===== config.mk =====
export PLATFORM = sky130hd
export DESIGN_NAME = uart_rx
export DESIGN_NICKNAME = d
export VERILOG_FILES = /design/src/rtl/uart_pkg.sv /design/src/rtl/uart_sync2.sv /design/src/rtl/uart_rx.sv
export SDC_FILE = /design/constraint.sdc
export NUM_CORES = 1
export LEC_CHECK = 0
export CAP_MARGIN = 20
export CORE_ASPECT_RATIO = 1.4
export CORE_MARGIN = 10
export CORE_UTILIZATION = 54
export DETAILED_ROUTE_END_ITERATION = 10
export GPL_ROUTABILITY_DRIVEN = 0
export PLACE_DENSITY_LB_ADDON = 0.15
export SLEW_MARGIN = 20
export SYNTH_ARGS = -nofsm -noshare
export SYNTH_HDL_FRONTEND = slang
export SYNTH_HIERARCHICAL = 1
export SYNTH_SLANG_ARGS = --single-unit

===== constraint.sdc =====
create_clock -name clk -period 2.12 [get_ports clk]
set_input_delay 0.212 -clock clk [delete_from_list [all_inputs] [get_ports clk]]
set_output_delay 0.212 -clock clk [all_outputs]
set_load 0.05 [all_outputs]

===== src/rtl/uart_pkg.sv =====
// Shared UART definitions: receiver FSM encoding, default frame geometry, frame-bit levels.
`timescale 1ns/1ps
package uart_pkg;

  typedef enum logic [1:0] {
    IDLE  = 2'd0,
    START = 2'd1,
    DATA  = 2'd2,
    STOP  = 2'd3
  } rx_state_t;

  localparam int unsigned OVERSAMPLE_DEF = 16;
  localparam int unsigned DATA_BITS_DEF  = 8;

  localparam logic START_BIT = 1'b0;
  localparam logic STOP_BIT  = 1'b1;

  // 2-of-3 vote used for noise-tolerant bit sampling
  function automatic logic maj3(input logic a, input logic b, input logic c);
    return (a & b) | (a & c) | (b & c);
  endfunction

endpackage


===== src/rtl/uart_sync2.sv =====
// Two-flop synchronizer for an asynchronous single-bit input; RST_VAL sets both flops on reset.
`timescale 1ns/1ps
module uart_sync2 #(
  parameter logic RST_VAL = 1'b1
) (
  input  logic clk,
  input  logic rst,
  input  logic d,
  output logic q
);

  logic [1:0] sync_q;

  always_ff @(posedge clk or posedge rst) begin
    if (rst) sync_q <= {2{RST_VAL}};
    else     sync_q <= {sync_q[0], d};
  end

  assign q = sync_q[1];

endmodule


===== src/rtl/uart_rx.sv =====
// 8N1 UART receiver with oversampling tick, one-entry read buffer, framing/overrun flags.
// Define UART_RX_MAJORITY_EN to take every bit sample as a 2-of-3 vote over three ticks.
`timescale 1ns/1ps
module uart_rx
  import uart_pkg::*;
#(
  parameter int unsigned OVERSAMPLE = OVERSAMPLE_DEF,
  parameter int unsigned DATA_BITS  = DATA_BITS_DEF
) (
  input  logic                 clk,
  input  logic                 rst,
  input  logic                 rx_en,
  input  logic                 rx,
  output logic [DATA_BITS-1:0] data_out,
  output logic                 data_valid,
  input  logic                 data_rd,
  output logic                 frame_err,
  output logic                 overrun,
  output logic                 busy
);

  localparam int unsigned CW = $clog2(OVERSAMPLE);
  localparam int unsigned BW = $clog2(DATA_BITS + 1);
  localparam int unsigned H  = OVERSAMPLE / 2 - 1;
  localparam int unsigned F  = OVERSAMPLE - 1;

  rx_state_t            state_q, state_d;
  logic [CW-1:0]        cnt_q, cnt_d;
  logic [BW-1:0]        bit_cnt_q, bit_cnt_d;
  logic [DATA_BITS-1:0] shift_q, shift_d;
  logic [DATA_BITS-1:0] data_out_q, data_out_d;
  logic                 data_valid_q, data_valid_d;
  logic                 frame_err_q, frame_err_d;
  logic                 overrun_q, overrun_d;
  logic                 busy_q, busy_d;
  logic                 rx_s;
  logic                 sample_c;

  uart_sync2 #(.RST_VAL(1'b1)) u_sync (
    .clk (clk),
    .rst (rst),
    .d   (rx),
    .q   (rx_s)
  );

`ifdef UART_RX_MAJORITY_EN
  logic [1:0] hist_q, hist_d;

  // rx_s from the two previous ticks; every tick updates it, so at sample point P it holds P-1, P-2
  always_comb begin
    hist_d = hist_q;
    if (rx_en) hist_d = {hist_q[0], rx_s};
  end

  always_ff @(posedge clk or posedge rst) begin
    if (rst) hist_q <= 2'b11;
    else     hist_q <= hist_d;
  end

  assign sample_c = maj3(hist_q[1], hist_q[0], rx_s);
`else
  assign sample_c = rx_s;
`endif

  always_comb begin
    state_d      = state_q;
    cnt_d        = cnt_q;
    bit_cnt_d    = bit_cnt_q;
    shift_d      = shift_q;
    data_out_d   = data_out_q;
    data_valid_d = data_valid_q & ~data_rd;
    frame_err_d  = 1'b0;
    overrun_d    = 1'b0;

    unique case (state_q)
      IDLE: begin
        if (rx_en && rx_s == START_BIT) begin
          cnt_d   = '0;
          state_d = START;
        end
      end
      START: begin
        if (rx_en) begin
          if (cnt_q == CW'(H)) begin
            if (sample_c == START_BIT) begin
              cnt_d     = '0;
              bit_cnt_d = '0;
              state_d   = DATA;
            end else begin
              state_d = IDLE;
            end
          end else begin
            cnt_d = cnt_q + CW'(1);
          end
        end
      end
      DATA: begin
        if (rx_en) begin
          if (cnt_q == CW'(F)) begin
            shift_d   = {sample_c, shift_q[DATA_BITS-1:1]};
            bit_cnt_d = bit_cnt_q + BW'(1);
            cnt_d     = '0;
            if (bit_cnt_q == BW'(DATA_BITS - 1)) state_d = STOP;
          end else begin
            cnt_d = cnt_q + CW'(1);
          end
        end
      end
      STOP: begin
        if (rx_en) begin
          if (cnt_q == CW'(F)) begin
            state_d = IDLE;
            cnt_d   = '0;
            // A read in the same cycle frees the buffer, so the new byte wins
            if (sample_c != STOP_BIT) begin
              frame_err_d = 1'b1;
            end else if (!data_valid_q || data_rd) begin
              data_out_d   = shift_q;
              data_valid_d = 1'b1;
            end else begin
              overrun_d = 1'b1;
            end
          end else begin
            cnt_d = cnt_q + CW'(1);
          end
        end
      end
      default: state_d = IDLE;
    endcase

    busy_d = (state_d != IDLE);
  end

  always_ff @(posedge clk or posedge rst) begin
    if (rst) begin
      state_q      <= IDLE;
      cnt_q        <= '0;
      bit_cnt_q    <= '0;
      shift_q      <= '0;
      data_out_q   <= '0;
      data_valid_q <= 1'b0;
      frame_err_q  <= 1'b0;
      overrun_q    <= 1'b0;
      busy_q       <= 1'b0;
    end else begin
      state_q      <= state_d;
      cnt_q        <= cnt_d;
      bit_cnt_q    <= bit_cnt_d;
      shift_q      <= shift_d;
      data_out_q   <= data_out_d;
      data_valid_q <= data_valid_d;
      frame_err_q  <= frame_err_d;
      overrun_q    <= overrun_d;
      busy_q       <= busy_d;
    end
  end

  assign data_out   = data_out_q;
  assign data_valid = data_valid_q;
  assign frame_err  = frame_err_q;
  assign overrun    = overrun_q;
  assign busy       = busy_q;

endmodule

==> qor.yml, run 1 <==
run_status:
  run_status: "finished clean"
global_route:
  globalRouteTotalUtil: 0.108
  maximum_number_of_pins_on_one_net_before_global_route_repair: 31
  gr-total-overflow: 0
  vias_in_the_first_global_route: 1036
  grt_antenna_before_repair: 0
  grt_pass1_wl_um: 4360
detailed_routing:
  wl_um: 2410
  via_per_inst: 5.47
  routedWlPerCell_um: 14.1
  drt_first_iter_violations: 21
  drt_first_pass_iters: 4
  ant_nets: 0
  drc_errors: 0
  vias: 936
power_and_ir_drop:
  power.static_leakage_nw: 0.776
  max-vdd-ir-drop_uv: 582
  power_density_over_the_cells_nw_per_um2: 804
clocking:
  cts_tree: "yes"
  ctsRootBufferMaster: "sky130_fd_sc_hd__clkbuf_4"
  number_of_buffers_created_by_cts: 5
  cts.clk_slew.worst_paths_ps: 90
  cts.path.max_buffers: 2
  cts-htree-levels: 2
  post_cts_resized: 0
  hold_buffers: 0
  cts.sinks: 32
  insertion_delay_ps: 320
  cts.repair_timing.setup_buffer_count: 0
sta:
  final.period_utilization: 0.857
  final_sum_of_negative_setup_slack_ps: 0
  skew_ps: 5.38
  tightest_slew_ps: 502
  grt_setup_unrepaired: "no"
  clock.fmax_mhz: 550
  timing.final.setup_violations: 0
  min_period_ps: 1820
  slew_headroom: 0.664
  slew_viol_final: 0
  hold_violations: 0
floorplan:
  die_h_um: 80.3
  ioPinCount: 17
  row_count: 21
  initial_cell_density_of_the_core: 0.574
  die-area_um2: 5060
  chipWidth_um: 63.1
  placeableCoreArea_um2: 2440
cells_and_area:
  area_growth_synth_to_finish_pct: 18.6
  nNetsFinal: 144
  final_util: 0.680
  final_cell_mix: "sky130_fd_sc_hd__dfrtp_1 (30), sky130_fd_sc_hd__mux2_2 (18), sky130_fd_sc_hd__clkdlybuf4s50_1 (16)"
  final_common_cell: "sky130_fd_sc_hd__dfrtp_1"
  insertedDiodeCount: 0
  drive_above_1_share: 0.270
critical_path:
  crit_path_max_fanout: 8
  timing.critical_path.max_delay_family: "simple AND/OR/NAND/NOR gates"
  timing.setup.critical_path_class: "flop to flop"
  worstSetupEndpointType: "flop"
  cell_at_the_slowest_stage_of_the_critical_path: "sky130_fd_sc_hd__dfrtp_1"
  cp_data_required_time_ps: 2340
  crit_chain: "ha_1 > and3_2 > nand4_1 > nor2b_1 > buf_4 > mux2_2"
  cp.buffers_inverters: 1
  cp-start-kind: "flop"
  crit_arrival_ps: 2030
  timing.critical_path.slowest_cell_delay_ps: 380
logic_synthesis:
  synth_cells: 113
  synth_largest_area_cell: "sky130_fd_sc_hd__dfrtp_1"
  synth.area.top_cells: "sky130_fd_sc_hd__dfrtp_1 (54%), sky130_fd_sc_hd__mux2_2 (14%), sky130_fd_sc_hd__dfstp_2 (3.7%)"
  yosys_warnings: 6
  synth-seq-cells: 32
  synthesis.nets: 120
  synthDistinctLibCells: 37
  yosysSeqAreaShare: 0.573
  yosysTopAreaCellShare: 0.535
  synth_area_per_cell_um2: 12.4
  netlist_area_um2: 1400
place:
  dp_hpwl_um: 1850
  numPortBuffers: 16
hold_path:
  min_path_type: "input port to asynchronous set/reset pin"
run:
  number_of_maximum_capacitance_violations: 0
[synth_stat cells (all sizes together)]
cell	number
and4	1
or4b	1
nand3b	2
a21oi	2
and3	3
dfrtp	30
o21ai	6
o21bai	1
dfstp	2
nor2	4
o22ai	1
a21o	1
nor3b	1
nor2b	2
buf	4
a21boi	1
a31oi	1
a22o	2
a21bo	1
and2	2
xnor2	1
o32ai	1
nand4	1
nand2	6
nand3	4
o21a	1
nand2b	2
a211oi	1
ha	2
mux2	18
or3b	2
a2bb2oi	1
inv	5
[worst reg2reg max path: stages, from the launching register on]
cell                      delay, ps
sky130_fd_sc_hd__dfrtp_1        380
sky130_fd_sc_hd__ha_1           270
sky130_fd_sc_hd__and3_2         230
sky130_fd_sc_hd__nand4_1        150
sky130_fd_sc_hd__nor2b_1        170
sky130_fd_sc_hd__buf_4          180
sky130_fd_sc_hd__mux2_2         340
[worst paths after layout]
check                                      start          endpoint  slack [ps]  cells past startpoint
worst max-delay path                    cnt_q[0]       data_out[2]         300                      6
worst min-delay path                         rst  u_sync/sync_q[0]         230                      2
worst max register to register          cnt_q[0]       data_out[2]         300                      6
worst min register to register  u_sync/sync_q[0]  u_sync/sync_q[1]         360                      0
max in group asynchronous                    rst        shift_q[6]        1570                      3
min in group clk                              rx  u_sync/sync_q[0]         290                      1
[through the flow]
step / setup slack (ps) / std cells / total power [mW] / cell area, um^2 / hold WS (ps)
after global routing: 160 / 171 / 1.44 / 1660 / 227
final: 303 / 171 / 1.34 / 1660 / 227
after global placement: 262 / 164 / 1.03 / 1620 / 347
after CTS: 271 / 171 / 1.36 / 1660 / 214
after floorplan: 460 / 113 / 0.983 / 1400 / 124
after detailed placement: 170 / 164 / 1.04 / 1620 / 349
[final cells by class]
type,count,area [um^2]
multi-input cells,72,554
repair buffers,21,198
flip-flops and latches,32,803
well taps,34,42.5
inverters,5,18.8
fillers,190,781
clock buffers,6,41.3
clock inverters,1,5.00
[registers in the layout, summed over array words and instances (netlist names)]
register,flops
overrun,1
bit_cnt_q,4
cnt_q,4
state_q,2
shift_q,8
u_sync/sync_q,2
frame_err,1
data_out,8
busy,1
data_valid,1
[where the power goes]
| part | leakage (nW) | internal (mW) | switching (mW) | total [mW] |
|---|---|---|---|---|
| Combinational | 0.329 | 0.139 | 0.124 | 0.263 |
| Sequential | 0.419 | 0.676 | 0.0887 | 0.765 |
| Clock | 0.0281 | 0.122 | 0.187 | 0.309 |
[metal layers]
| layer | routed length [um] | vias to the layer above | track usage |
|---|---|---|---|
| met5 | 0 | - | 0 |
| met4 | 36 | 0 | 0.0628 |
| met3 | 164 | 5 | 0.0597 |
| met2 | 1260 | 20 | 0.191 |
| met1 | 948 | 466 | 0.0952 |
| li1 | - | 445 | - |
[cell families after synthesis]
family,count (synthesis),share of synthesized area
AOI/OAI and AO/OA,20,0.0973
xor gates and xnor gates,1,0.00625
adders and majority gates,2,0.0178
buffers and inverters,9,0.0321
DFF,32,0.573
muxes,18,0.145
and+or+nand+nor,31,0.129
Power figures use the tool's default switching activity.
==> run 2, diff against run 1 <==
--- a/config.mk
+++ b/config.mk
@@ -11,7 +11,7 @@
 export CORE_UTILIZATION = 54
 export DETAILED_ROUTE_END_ITERATION = 10
 export GPL_ROUTABILITY_DRIVEN = 0
-export PLACE_DENSITY_LB_ADDON = 0.15
+export PLACE_DENSITY = 0.84
 export SLEW_MARGIN = 20
 export SYNTH_ARGS = -nofsm -noshare
 export SYNTH_HDL_FRONTEND = slang
==> run 2 against run 1 <==
Against the previous run:
- global-route usage shrank 0.12 points
- clock-buffer cell count grew 2
- flip-flop and latch count is the same
- register-to-register slack lost 20 ps
- fmax shrank 1.1%
- hold slack gained 6.4 ps
- utilization grew 0.92 points
==> qor.yml, run 2 (synthesis results as in run 1) <==
run_status:
  run_status: "finished clean"
sta:
  clock.fmax_mhz: 545  # -1.1%
  slew_viol_final: 0  # unchanged
  final.setup.worst_slack_ps: 284  # -19.5 ps
  hold_violations: 0  # unchanged
  grt_setup_unrepaired: "no"
  final.period_utilization: 0.866  # +0.00920
  timing.final.setup_violations: 0  # unchanged
  min_period_ps: 1840  # +19.5 ps
  slew_headroom: 0.666  # +0.00147
  final_sum_of_negative_setup_slack_ps: 0  # unchanged
  skew_ps: 10.5  # +5.17 ps
  tightest_slew_ps: 500  # -2.20 ps
clocking:
  number_of_buffers_created_by_cts: 5  # unchanged
  cts_tree: "yes"
  ctsRootBufferMaster: "sky130_fd_sc_hd__clkbuf_4"
  cts.sinks: 32  # unchanged
  insertion_delay_ps: 320  # about the same
  cts.path.max_buffers: 2  # unchanged
  post_cts_resized: 0  # unchanged
  hold_buffers: 0  # unchanged
  cts.repair_timing.setup_buffer_count: 0  # unchanged
  cts-htree-levels: 2  # unchanged
  cts.clk_slew.worst_paths_ps: 90  # about the same
global_route:
  globalRouteTotalUtil: 0.107  # -0.00119
  vias_in_the_first_global_route: 996  # -3.9%
  gr-usage-met1: 0.108  # +0.0124
  maximum_number_of_pins_on_one_net_before_global_route_repair: 31  # unchanged
  grt_pass1_wl_um: 4410  # +1.1%
  global_route.peak_usage_layer: "met2"
  global_route.usage.met2: 0.191  # unchanged
  grt_antenna_before_repair: 0  # unchanged
  gr-total-overflow: 0  # unchanged
  met3_resource_use_gr: 0.0486  # -0.0111
floorplan:
  die-area_um2: 5060  # unchanged
  row_count: 21  # unchanged
  die_h_um: 80.3  # unchanged
  placeableCoreArea_um2: 2440  # unchanged
  chipWidth_um: 63.1  # unchanged
  ioPinCount: 17  # unchanged
  initial_cell_density_of_the_core: 0.574  # unchanged
power_and_ir_drop:
  power.static_leakage_nw: 0.787  # +1.3%
  power_density_over_the_cells_nw_per_um2: 843  # +4.8%
  max-vdd-ir-drop_uv: 601  # +3.2%
  total_power_mw: 1.42  # +6.2%
critical_path:
  setup.worst_path.end: "data_out[0]"
  crit_reg_reg_startpoint: "cnt_q[0]"
  worst_setup_path_startpoint: "cnt_q[0]"
  cp-start-kind: "flop"
  r2r.worst_path.cells: 6  # unchanged
  timing.setup.critical_path_class: "flop to flop"
  crit_path_max_fanout: 8  # unchanged
  crit_chain: "ha_1 > and3_2 > nand4_1 > nor2b_1 > buf_4 > mux2_2"
  cell_at_the_slowest_stage_of_the_critical_path: "sky130_fd_sc_hd__dfrtp_1"
  timing.critical_path.slowest_cell_delay_ps: 390  # about the same
  cp_data_required_time_ps: 2320  # -20 ps
  crit_arrival_ps: 2040  # about the same
  worstSetupEndpointType: "flop"
  reg2reg_setup_slack_ps: 280  # -20 ps
  rr_endpoint: "data_out[0]"
cells_and_area:
  nNetsFinal: 144  # unchanged
  final_util: 0.690  # +0.00922
  drive_above_1_share: 0.275  # +0.00529
  area_growth_synth_to_finish_pct: 20.2
  insertedDiodeCount: 0  # unchanged
  nFillCells: 184  # -3.2%
  final_cell_mix: "sky130_fd_sc_hd__dfrtp_1 (30), sky130_fd_sc_hd__mux2_2 (18), sky130_fd_sc_hd__clkdlybuf4s50_1 (16)"
  postLayoutCellArea_um2: 1690  # +1.4%
  final_common_cell: "sky130_fd_sc_hd__dfrtp_1"
detailed_routing:
  drc_errors: 0  # unchanged
  vias: 965  # +3.1%
  drt_first_pass_iters: 4  # unchanged
  ant_nets: 0  # unchanged
  routedWlPerCell_um: 14.3  # +1.2%
  drt_first_iter_violations: 41  # +95%
  via_per_inst: 5.61  # +2.5%
  wl_um: 2450  # +1.8%
place:
  numPortBuffers: 16  # unchanged
  dp_hpwl_um: 1830  # -0.75%
  post_dp_cell_area_um2: 1620  # unchanged
  dpl_worst_slack_ps: 184  # +14.1 ps
hold_path:
  min_path_type: "input port to asynchronous set/reset pin"
run:
  number_of_maximum_capacitance_violations: 0  # unchanged
[run 2: worst max-delay path: cells and delay by family, from the launching register on]
kind,cells,cell delay (ps)
and+or+nand+nor,3,550
adders and majority gates,1,280
buffers and inverters,1,180
muxes,1,340
DFF,1,390
[run 2: power breakdown]
group / internal [mW] / total, mW / switching [mW]
Sequential: 0.676 / 0.766 / 0.0898
Clock: 0.195 / 0.386 / 0.191
Combinational: 0.139 / 0.268 / 0.129
[run 2: layout make-up]
class                   instances  area (um^2)  area share
well taps                      34         42.5      0.0252
repair buffers                 21          198       0.117
inverters                       5         18.8      0.0111
flip-flops and latches         32          803       0.477
clock buffers                   8         68.8      0.0408
multi-input cells              72          554       0.329
[run 2: routing by layer]
layer  vias up  share of wire
li1        451              -
met1       476           0.40
met2        34           0.53
met3         4          0.071
met4         0         0.0069
met5         -              0
[run 2: how the worst min path moves through the flow]
| stage | start | end | slack [ps] | cells after the start |
|---|---|---|---|---|
| final | rst | u_sync/sync_q[0] | 230 | 2 |
| after global routing | rst | u_sync/sync_q[0] | 250 | 2 |
| after CTS | rst | u_sync/sync_q[1] | 220 | 2 |
| after detailed placement | u_sync/sync_q[0] | u_sync/sync_q[1] | 350 | 0 |
| after global placement | u_sync/sync_q[0] | u_sync/sync_q[1] | 350 | 0 |
| after floorplan | rst | u_sync/sync_q[0] | 120 | 1 |
[run 2: stage by stage]
step,hold slack (ps),cells
final,233,172
after global routing,253,172
after CTS,218,172
after detailed placement,349,164
after global placement,347,164
after floorplan,124,113
==> run 3, diff against run 2 <==
--- a/config.mk
+++ b/config.mk
@@ -7,11 +7,11 @@
 export LEC_CHECK = 0
 export CAP_MARGIN = 20
 export CORE_ASPECT_RATIO = 1.4
-export CORE_MARGIN = 10
+export CORE_MARGIN = 3
 export CORE_UTILIZATION = 54
 export DETAILED_ROUTE_END_ITERATION = 10
 export GPL_ROUTABILITY_DRIVEN = 0
-export PLACE_DENSITY = 0.84
+export PLACE_DENSITY = 0.78
 export SLEW_MARGIN = 20
 export SYNTH_ARGS = -nofsm -noshare
 export SYNTH_HDL_FRONTEND = slang
==> run 3 against run 2 <==
Against the previous run:
- design area is 1.3% lower
- hold slack worse by 9.9 ps
- sequential power hardly changed
==> qor.yml, run 3 (synthesis results as in run 1) <==
run_status:
  run_status: "finished clean"
clocking:
  post_cts_resized: 0  # unchanged
  insertion_delay_ps: 330  # about the same
  cts-htree-levels: 2  # unchanged
  number_of_buffers_created_by_cts: 5  # unchanged
  ctsRootBufferMaster: "sky130_fd_sc_hd__clkbuf_4"
  cts.repair_timing.setup_buffer_count: 0  # unchanged
  cts.path.max_buffers: 2  # unchanged
  cts_tree: "yes"
  hold_buffers: 0  # unchanged
  cts.clk_slew.worst_paths_ps: 100  # about the same
  cts.sinks: 32  # unchanged
sta:
  timing.final.setup_violations: 0  # unchanged
  final.period_utilization: 0.870  # +0.00385
  min_period_ps: 1840  # +8.16 ps
  skew_ps: 12.4  # +1.87 ps
  clock.fmax_mhz: 542  # -0.44%
  final.setup.worst_slack_ps: 276  # -8.16 ps
  grt_setup_unrepaired: "no"
  final_sum_of_negative_setup_slack_ps: 0  # unchanged
  slew_headroom: 0.662  # -0.00367
  tightest_slew_ps: 505  # +5.49 ps
  hold_violations: 0  # unchanged
  slew_viol_final: 0  # unchanged
floorplan:
  die-area_um2: 3250  # -36%
  initial_cell_density_of_the_core: 0.574  # unchanged
  placeableCoreArea_um2: 2440  # unchanged
  chipWidth_um: 49.1  # -22%
  die_h_um: 66.3  # -17%
  row_count: 21  # unchanged
  ioPinCount: 17  # unchanged
global_route:
  grt_pass1_wl_um: 4340  # -1.6%
  vias_in_the_first_global_route: 960  # -3.6%
  globalRouteTotalUtil: 0.185  # +0.0780
  gr-total-overflow: 0  # unchanged
  grt_antenna_before_repair: 0  # unchanged
  maximum_number_of_pins_on_one_net_before_global_route_repair: 31  # unchanged
critical_path:
  rr_endpoint: "shift_q[6]"
  r2r.worst_path.cells: 4  # -2
  reg2reg_setup_slack_ps: 280  # about the same
  crit_arrival_ps: 2070  # +30 ps
  timing.setup.critical_path_class: "flop to flop"
  cp-start-kind: "flop"
  crit_reg_reg_startpoint: "cnt_q[0]"
  cp_data_required_time_ps: 2340  # +20 ps
  worstSetupEndpointType: "flop"
  crit_path_max_fanout: 10  # +2
power_and_ir_drop:
  max-vdd-ir-drop_uv: 645  # +7.3%
  total_power_mw: 1.39  # -2.1%
  power.static_leakage_nw: 0.775  # -1.5%
  power_density_over_the_cells_nw_per_um2: 837  # -0.74%
run:
  number_of_maximum_capacitance_violations: 0  # unchanged
place:
  post_dp_cell_area_um2: 1600  # -0.93%
  dp_hpwl_um: 1840  # +0.28%
  numPortBuffers: 16  # unchanged
  dpl_worst_slack_ps: 187  # +3.10 ps
hold_path:
  min_path_type: "input port to asynchronous set/reset pin"
cells_and_area:
  nNetsFinal: 142  # -1.4%
  postLayoutCellArea_um2: 1660  # -1.3%
  area_growth_synth_to_finish_pct: 18.6
  final_common_cell: "sky130_fd_sc_hd__dfrtp_1"
  nFillCells: 201  # +9.2%
  final_util: 0.680  # -0.00922
  final_cell_mix: "sky130_fd_sc_hd__dfrtp_1 (30), sky130_fd_sc_hd__mux2_2 (18), sky130_fd_sc_hd__clkdlybuf4s50_1 (16)"
  insertedDiodeCount: 0  # unchanged
  drive_above_1_share: 0.272  # -0.00330
detailed_routing:
  vias: 938  # -2.8%
  ant_nets: 0  # unchanged
  routedWlPerCell_um: 14.5  # +1.5%
  drc_errors: 0  # unchanged
  drt_first_pass_iters: 4  # unchanged
  wl_um: 2460  # +0.33%
  drt_first_iter_violations: 16  # -61%
  via_per_inst: 5.52  # -1.7%
run 3: cell types whose count changed in the layout (fill, tap and decap cells not counted), sizes merged:
cell,previous run,this run
clkbuf,8,6
buf,5,3
clkinv,0,2
run 3: routing by layer:
metal,track usage,share of wire,vias to the layer above
met5,0,0,-
met4,0.107,0.025,0
met3,0.0632,0.035,5
met2,0.339,0.54,18
met1,0.177,0.39,466
li1,-,-,449
run 3: layout make-up:
type,instances,area [um^2],share of cell area
well taps,34,42.5,0.0256
inverters,5,18.8,0.0113
multi-input cells,72,554,0.333
flip-flops and latches,32,803,0.483
repair buffers,19,183,0.110
clock inverters,2,10.0,0.00602
clock buffers,6,51.3,0.0309
run 3: worst max path at each step:
stage | from | endpoint | slack (ps) | cells after the start
6_report | cnt_q[0] | shift_q[6] | 280 | 4
3_3_place_gp | rx_en | data_out[6] | 250 | 6
4_1_cts | cnt_q[0] | shift_q[6] | 260 | 4
3_5_place_dp | rx_en | data_out[2] | 190 | 6
2_1_floorplan | cnt_q[0] | data_out[0] | 460 | 6
5_1_grt | cnt_q[0] | shift_q[6] | 150 | 4
run 3: where the power goes:
group          internal, mW  total [mW]  leakage, nW  switching, mW
sequential            0.677       0.769        0.419         0.0925
clock                 0.158       0.350       0.0380          0.192
combinational         0.140       0.272        0.318          0.133
run 3: worst max-delay path, stage by stage (launching register included):
cell and delay, ps:
sky130_fd_sc_hd__dfrtp_1 380, sky130_fd_sc_hd__ha_1 280, sky130_fd_sc_hd__and3_2 230, sky130_fd_sc_hd__and3_1 460, sky130_fd_sc_hd__mux2_2 400
run 3: stage by stage:
step	std cells	hold slack (ps)
4_1_cts	170	218
5_1_grt	170	237
3_5_place_dp	162	349
2_1_floorplan	113	124
3_3_place_gp	162	347
6_report	170	224
